--- src/rtl/fifo_arb_pkg.sv ---
// Shared types for the FIFO write-port arbiter.
package fifo_arb_pkg;

  typedef enum logic [0:0] {
    IDLE  = 1'b0,
    BURST = 1'b1
  } arb_state_t;

endpackage

--- src/rtl/rr_pick.sv ---
// Combinational round-robin selector: rotate the request vector so the search
// starts just after the previous owner, take the lowest set bit, rotate back.
module rr_pick #(
  parameter  int unsigned NREQ  = 4,
  localparam int unsigned IDX_W = $clog2(NREQ)
) (
  input  logic [NREQ-1:0]  req,
  input  logic [IDX_W-1:0] last,
  output logic [IDX_W-1:0] pick_idx,
  output logic             pick_vld
);

  localparam int unsigned SUM_W = IDX_W + 1;

  logic [IDX_W-1:0] start;
  logic [SUM_W-1:0] pos;
  logic [NREQ-1:0]  rot;
  logic [IDX_W-1:0] enc;
  logic             found;
  logic [SUM_W-1:0] sum;

  always_comb begin
    start = (last == IDX_W'(NREQ - 1)) ? '0 : last + IDX_W'(1);
    pos   = '0;
    rot   = '0;
    // rot[i] is the requester i positions after the search start, with wrap
    for (int unsigned i = 0; i < NREQ; i++) begin
      pos = {1'b0, start} + SUM_W'(i);
      if (pos >= SUM_W'(NREQ)) begin
        pos = pos - SUM_W'(NREQ);
      end
      rot[i] = req[pos[IDX_W-1:0]];
    end

    enc   = '0;
    found = 1'b0;
    for (int unsigned i = 0; i < NREQ; i++) begin
      if (rot[i] && !found) begin
        enc   = IDX_W'(i);
        found = 1'b1;
      end
    end

    sum = {1'b0, start} + {1'b0, enc};
    if (sum >= SUM_W'(NREQ)) begin
      sum = sum - SUM_W'(NREQ);
    end
    pick_idx = sum[IDX_W-1:0];
    pick_vld = |req;
  end

endmodule

--- src/rtl/fifo_wr_arbiter.sv ---
// Round-robin burst arbiter sharing one FIFO write channel among NREQ producers.
module fifo_wr_arbiter
  import fifo_arb_pkg::*;
#(
  parameter  int unsigned NREQ      = 4,
  parameter  int unsigned WIDTH     = 8,
  parameter  int unsigned MAX_BURST = 4,
  localparam int unsigned IDX_W     = $clog2(NREQ),
  localparam int unsigned CNT_W     = $clog2(MAX_BURST + 1)
) (
  input  logic                    clk,
  input  logic                    rst_n,
  input  logic                    clr,
  input  logic [NREQ-1:0]         req,
  input  logic [NREQ*WIDTH-1:0]   req_data,
  output logic [NREQ-1:0]         gnt,
  input  logic                    fifo_full,
  output logic                    fifo_wr_en,
  output logic [WIDTH-1:0]        fifo_wr_data,
  output logic [IDX_W-1:0]        owner,
  output logic                    busy
);

  arb_state_t       state_q, state_d;
  logic [IDX_W-1:0] owner_q, owner_d;
  logic [CNT_W-1:0] beat_cnt_q, beat_cnt_d;
  logic [IDX_W-1:0] last_q, last_d;

  logic [IDX_W-1:0] pick_idx;
  logic             pick_vld;
  logic             owner_req;
  logic [WIDTH-1:0] owner_data;
  logic             xfer;

  rr_pick #(
    .NREQ (NREQ)
  ) u_rr_pick (
    .req      (req),
    .last     (last_q),
    .pick_idx (pick_idx),
    .pick_vld (pick_vld)
  );

  // Mux out the current owner's request and data slice.
  always_comb begin
    owner_req  = 1'b0;
    owner_data = '0;
    for (int unsigned i = 0; i < NREQ; i++) begin
      if (owner_q == IDX_W'(i)) begin
        owner_req  = req[i];
        owner_data = req_data[i*WIDTH +: WIDTH];
      end
    end
  end

  always_comb begin
    state_d      = state_q;
    owner_d      = owner_q;
    beat_cnt_d   = beat_cnt_q;
    last_d       = last_q;
    gnt          = '0;
    fifo_wr_en   = 1'b0;
    fifo_wr_data = '0;
    xfer         = (state_q == BURST) && owner_req && !fifo_full && !clr;

    if (clr) begin
      state_d    = IDLE;
      beat_cnt_d = '0;
      last_d     = IDX_W'(NREQ - 1);
    end else begin
      case (state_q)
        IDLE: begin
          if (pick_vld) begin
            owner_d    = pick_idx;
            beat_cnt_d = '0;
            state_d    = BURST;
          end
        end
        BURST: begin
          if (xfer) begin
            fifo_wr_en   = 1'b1;
            gnt          = NREQ'(1) << owner_q;
            fifo_wr_data = owner_data;
            beat_cnt_d   = beat_cnt_q + CNT_W'(1);
            if (beat_cnt_q == CNT_W'(MAX_BURST - 1)) begin
              state_d = IDLE;
              last_d  = owner_q;
            end
          end else if (!owner_req) begin
            state_d = IDLE;
            last_d  = owner_q;
          end
          // owner requesting against a full FIFO just holds here
        end
        default: begin
          state_d = IDLE;
        end
      endcase
    end
  end

  always_ff @(posedge clk or negedge rst_n) begin
    if (!rst_n) begin
      state_q    <= IDLE;
      owner_q    <= '0;
      beat_cnt_q <= '0;
      last_q     <= IDX_W'(NREQ - 1);
    end else begin
      state_q    <= state_d;
      owner_q    <= owner_d;
      beat_cnt_q <= beat_cnt_d;
      last_q     <= last_d;
    end
  end

  assign owner = owner_q;
  assign busy  = (state_q == BURST);

endmodule

--- config.mk ---
export PLATFORM = sky130hd
export DESIGN_NAME = fifo_wr_arbiter
export DESIGN_NICKNAME = d
export VERILOG_FILES = /design/src/rtl/fifo_arb_pkg.sv /design/src/rtl/rr_pick.sv /design/src/rtl/fifo_wr_arbiter.sv
export SDC_FILE = /design/constraint.sdc
export NUM_CORES = 1
export LEC_CHECK = 0
export ABC_AREA = 1
export CORE_AREA = 2 2 54 56
export DETAILED_ROUTE_END_ITERATION = 6
export DIE_AREA = 0 0 56 58
export MAX_ROUTING_LAYER = met4
export PLACE_DENSITY = 0.78
export SLEW_MARGIN = 0
export SYNTH_ARGS = -nofsm -noshare
export SYNTH_HDL_FRONTEND = slang
export SYNTH_SLANG_ARGS = --single-unit
--- constraint.sdc ---
create_clock -name clk -period 2.7 [get_ports clk]
set_input_delay 0.675 -clock clk [delete_from_list [all_inputs] [get_ports clk]]
set_output_delay 0.675 -clock clk [all_outputs]
set_load 0.01 [all_outputs]
-- Word-level counts from Yosys, hierarchy flattened
Cells that the tools add are included.
W data, S select, Z words.
- add/sub/neg operators: 11
- multipliers: 0
- divide/modulo/power cells: 0
- order comparisons: 9
- equality and inequality tests: 9
- shift-type cells: 1
- multiplexer cells: 52
- bitwise operators: 2
- reductions and logical operators: 17
- operators with widths (kind ; count):
    $mux W8 ; 7
    $mux W2 ; 13
    $mux W1 ; 20
    $ge A3 B3 Y1 const B ; 4
    $lt A2 B3 Y1 const B ; 4
    $mux W4 ; 3
    $sub A2 B1 Y2 const B ; 5
    $mux W3 ; 3
    $ne A3 B2 Y1 const B ; 3
    $bmux W1 S2 ; 4
    $add A2 B2 Y3 const B ; 2
    $eq A2 B2 Y1 const B ; 3
    $logic_and A1 B1 Y1 ; 6
    $pmux W3 S2 ; 1
    $reduce_and A3 Y1 ; 2
    $logic_not A1 Y1 ; 5
    $reduce_or A4 Y1 ; 1
    $shl A1 B2 Y4 const A ; 1
    $add A2 B1 Y3 const B ; 1
    $add A2 B2 Y3 ; 1
    $add A3 B1 Y3 const B ; 1
    $eq A3 B2 Y1 const B ; 1
    $ge A2 B3 Y1 const B ; 1
    $ne A3 B3 Y1 const B ; 1
    7 further kinds ; 8
- register bits after elaboration: 8
- bits in latches: 0
- memory bits (writable): 0
- ROM bits: 0
- input bits: 40
- output and inout bits: 16
- logic and storage cells: 105
- memories kept: 0

-- Depth between registers and ports, before layout
Gate-level depths: netlist (run 1).
- word-level depth: 19
- mapped depth: 14
- mapped depth without buffers: 13

-- Cells and area by module
From an unflattened synthesis (run 1), not the netlist that was laid out.
- cells, all modules: 189
- area total of the unflattened synthesis: 1101.1 um^2
- by module, submodules not included (module ; times used ; cells each ; area an instance (um^2) ; seq. area each (um^2)):
    fifo_wr_arbiter ; 1 ; 121 ; 783.3 ; 202.7
    rr_pick ; 1 ; 68 ; 317.8 ; 0.0

-- Worst setup path before layout (run 1)
No wires, ideal clock.
- path type: in2out
- start point: in fifo_full
- end point: out fifo_wr_data[5]
- data arrival time: 1389 ps
- data required time: 2025 ps
- path slack: 636 ps
- cell stages on the path: 3
- cell sequence: nor3_1 > nand2_2 > a211oi_1
- word-level cells in the longest chain between the ends: 6
- ends and longest elaborated chain (what ; line ; text):
    from (decl) ; fifo_wr_arbiter.sv:17 ; input logic fifo_full,
    $logic_not A1 Y1 ; fifo_wr_arbiter.sv:64 ; xfer = (state_q == BURST) && owner_req && !fifo_full && !clr;
    $logic_and A1 B1 Y1 (2 in a row) ; fifo_wr_arbiter.sv:64 ;
    $mux W8 ; fifo_wr_arbiter.sv:80 ; if (xfer) begin
    $mux W8 ; fifo_wr_arbiter.sv:71 ; case (state_q)
    $mux W8 ; fifo_wr_arbiter.sv:66 ; if (clr) begin
    to (decl) ; fifo_wr_arbiter.sv:19 ; output logic [WIDTH-1:0] fifo_wr_data,
No other way between the ends.

-- Worst setup path in the final report (run 1)
- start point: in clr
- end point: out fifo_wr_en
- word-level cells in the longest chain between the ends: 5
- ends and longest elaborated chain (what ; line ; text):
    from (decl) ; fifo_wr_arbiter.sv:13 ; input logic clr,
    $logic_not A1 Y1 ; fifo_wr_arbiter.sv:64 ;
    $logic_and A1 B1 Y1 ; fifo_wr_arbiter.sv:64 ;
    $mux W1 ; fifo_wr_arbiter.sv:80 ;
    $mux W1 ; fifo_wr_arbiter.sv:71 ;
    $mux W1 * ; fifo_wr_arbiter.sv:66 ;
    to (decl) ; fifo_wr_arbiter.sv:18 ; output logic fifo_wr_en,
Every way passes the cells marked *; elsewhere a longest branch is shown, timed or not.

==> results.txt, run 1 <==
Run status = completed
Via density = 4.81
Post-route insts no fill = 261
Worst Skew = 2.89 ps
Reg2reg setup slack = 420 ps
# nets final = 276
HPWL Detailed = 2.38 mm
Final period util = 0.976
Hold_buf cts = 0
Area delta synth->final = 70.3%
Hold Crit Class = flip-flop to flip-flop
Skew-Pair Late Insertion Delay = 260 ps
Crit. Startpoint = clr
Clock Sinks = 8
R2R depth = 13
H-tree levels = 1
Cell Area, Placed = 0.00163 mm²
RSZ-0062 raised after global routing = no
Final Power = 1350 µW
Smallest setup slack after layout = 65.5 ps
Root Driver = clkbuf_4
Post-synth cell types = 25
Yosys reg bits = 8
NetSw = 679 µW
Fmax = 380 MHz
DR iter-0 viols = 35
Critical path arrival = 1960 ps
Async S/R FF share, synth = 1.00
Minimum clock period = 2630 ps
ANT cells = 0
CP required = 2030 ps
Die width = 56 µm
Area of the core = 0.00266 mm²
Cells after Synth = 162
Chip Height = 58 µm
Sequential-to-total area share from yosys stat = 0.209
Launch point of the worst reg-to-reg path = last_q[0]
Crit path max fanout = 5
Netlist Area Pre-Place = 970 µm²
Leakage power = 0.000818 µW
Number of enable flip-flop cells after synthesis = 0
Worst vdd ir = 0.562 mV
Gpl congestion = 0.809
First-pass GRT wire length = 4.84 mm
Pwr dens = 818 mW/mm²
DRT antenna net count = 0
IO Count = 56
Buf/Inv on CP = 4
Setup crit end kind = output port
Clock share of power = 0.069
WHS Path Cells = 2
Routed WL per cell = 11.3 µm
Bufs on Longest Clock Path = 2
Via count = 1255
Top delay family on crit path = buffers and inverters
Synth Flop Type = dfrtp_1
Reg clk slew, reported paths = 50 ps
CP Launch Type = primary input
CP cell instances = clkdlybuf4s50_1 > nor3_4 > nand2_4 > buf_6 > inv_1 > clkdlybuf4s15_2
CTS tree = built
Number of global-route vias before repair = 1149
Hold endpoint = beat_cnt_q[1]
Max cap viols = 0
Critical Setup Path Class = primary input to output port
Setup WS pre-CTS = -405 ps
Sequential Power Share = 0.172
I/O Buffers = 55
Sw frac = 0.502
Syn_area_per_cell = 5.99 µm²
Total GRT Usage = 0.189
Largest net degree at the start of global routing = 11
Die ar. = 0.00325 mm²
Worst-Margin Slew = 368 ps
DRT Pass-1 Iters = 4
Initial antenna violation count = 0
Worst reg2reg endpoint = owner[1]
DRC = 0
Gr ovfl total = 0
Starting Density = 0.364
# setup viols final = 0
Int Pwr = 672 µW
Relative slew margins = 0.754
Post-route cell area = 0.00165 mm²
Final hold violation count = 0
Comb pwr share = 0.759
Cell Rows = 19
Inst Count DP = 256
WHS = 480 ps
CP max stage delay = 470 ps
Post-Syn Nets = 206
WL final = 2.95 mm
Inserted Clock Buffers = 3
CP max stage cell = clkdlybuf4s50_1
Ys Warns = 0
Hold path start = beat_cnt_q[1]
Max-slew violations = 0
Layout cell share with drive strength beyond 1 = 0.222
## state kept, by name, summed over array words and instances (netlist names)
| register | cells |
|---|---|
| beat_cnt_q | 3 |
| last_q | 2 |
| owner | 2 |
| busy | 1 |
## metal layers
metal / up-vias / track usage / wire length (µm)
met4: 0 / 0.0476 / 36
met3: 7 / 0.0268 / 161
met1: 551 / 0.244 / 1370
li1: 668 / - / -
met2: 29 / 0.313 / 1390
met5: - / - / 0
## power groups by stage
stage	combinational [µW]	sequential, µW	clock [µW]
after floorplan	720	209	0
after global placement	989	232	0
after detailed placement	990	236	0
after CTS	1010	233	93.6
after global routing	1180	241	99.1
final	1030	232	93.4
## synth_stat cells (3+ instances only)
| cell type | instances | area share |
|---|---|---|
| nand2_1 | 48 | 0.19 |
| nor2_1 | 22 | 0.085 |
| o21ai_0 | 18 | 0.093 |
| nand3_1 | 17 | 0.088 |
| inv_1 | 13 | 0.050 |
| a21oi_2 | 7 | 0.063 |
| dfrtp_1 | 6 | 0.15 |
| a21oi_1 | 4 | 0.021 |
| ha_1 | 4 | 0.052 |
| buf_4 | 3 | 0.023 |
## area by class of cell
class	instances	area, µm²
clock buffer	3	22.5
inverter	16	61.3
tap	31	38.8
timing repair buffer	70	633
sequential	8	203
multi-input combinational	133	693
fill	260	1010
## worst max-delay path by stage
stage	endpoint	slack, ps	cells after the start
6_report	fifo_wr_en	70	6
3_5_place_dp	gnt[2]	-400	9
4_1_cts	fifo_wr_en	10	7
5_1_grt	fifo_wr_en	20	6
2_1_floorplan	fifo_wr_data[5]	640	3
3_3_place_gp	gnt[2]	-390	9
## worst register-to-register path: stages, from the launching register on
cell and delay, ps:
dfstp_2 620, ha_1 330, inv_1 140, o21ai_0 120
nand3_1 110, nand2_1 60, a21oi_1 120, nor2_1 60
ha_1 200, xnor2_1 170, inv_1 60, nand3_1 80
nand3_1 80, nand2_1 70
## cells in the final DEF (no fill, tap or decap)
| master | instances |
|---|---|
| nand2_1 | 48 |
| clkdlybuf4s50_1 | 39 |
| nor2_1 | 22 |
| o21ai_0 | 18 |
| nand3_1 | 17 |
| inv_1 | 13 |
| buf_4 | 13 |
| buf_2 | 10 |
| a21oi_2 | 7 |
| dfrtp_1 | 6 |
| a21oi_1 | 4 |
| ha_1 | 4 |
| clkbuf_4 | 3 |
| clkdlybuf4s15_2 | 3 |
| nand2_4 | 2 |
| inv_2 | 2 |
| o21ai_2 | 2 |
| a211oi_2 | 2 |
| or2_0 | 2 |
| dlygate4sd2_1 | 2 |
| dfstp_2 | 2 |
| clkinv_2 | 1 |
| o221ai_1 | 1 |
| nor3_4 | 1 |
| nor2_2 | 1 |
| and2_1 | 1 |
| xnor2_1 | 1 |
| dlymetal6s2s_1 | 1 |
| buf_6 | 1 |
| buf_12 | 1 |
## repair_timing
action | CTS | global route
pin swaps | 1 | 1
gates cloned | 0 | 0
setup buffers | 1 | 1
gates resized for setup | 55 | 3
hold endpoints to repair | 0 | 0
endpoints found under the setup margin | 13 | 12
## through the flow
step / util / setup TNS [ps]
after floorplan: - / 0
after global placement: 0.612 / -4840
after global routing: 0.620 / 0
after detailed placement: 0.612 / -4870
final: 0.620 / 0
after CTS: 0.612 / 0
## cell families after synthesis
group / synth area share
and+or+nand+nor: 0.408
AOI/OAI and AO/OA: 0.219
buffers and inverters: 0.103
DFF: 0.209
adders and majority gates: 0.0516
xor gates and xnor gates: 0.00903
Power figures use the tool's default switching activity.
==> run 2: changes to the inputs <==
--- a/config.mk
+++ b/config.mk
@@ -7,6 +7,7 @@
 export LEC_CHECK = 0
 export ABC_AREA = 1
 export CORE_AREA = 2 2 54 56
+export CTS_CLUSTER_SIZE = 16
 export DETAILED_ROUTE_END_ITERATION = 6
 export DIE_AREA = 0 0 56 58
 export MAX_ROUTING_LAYER = met4
==> results of run 2 <==
The final DEF is identical to that of run 1; final timing and power are the same.
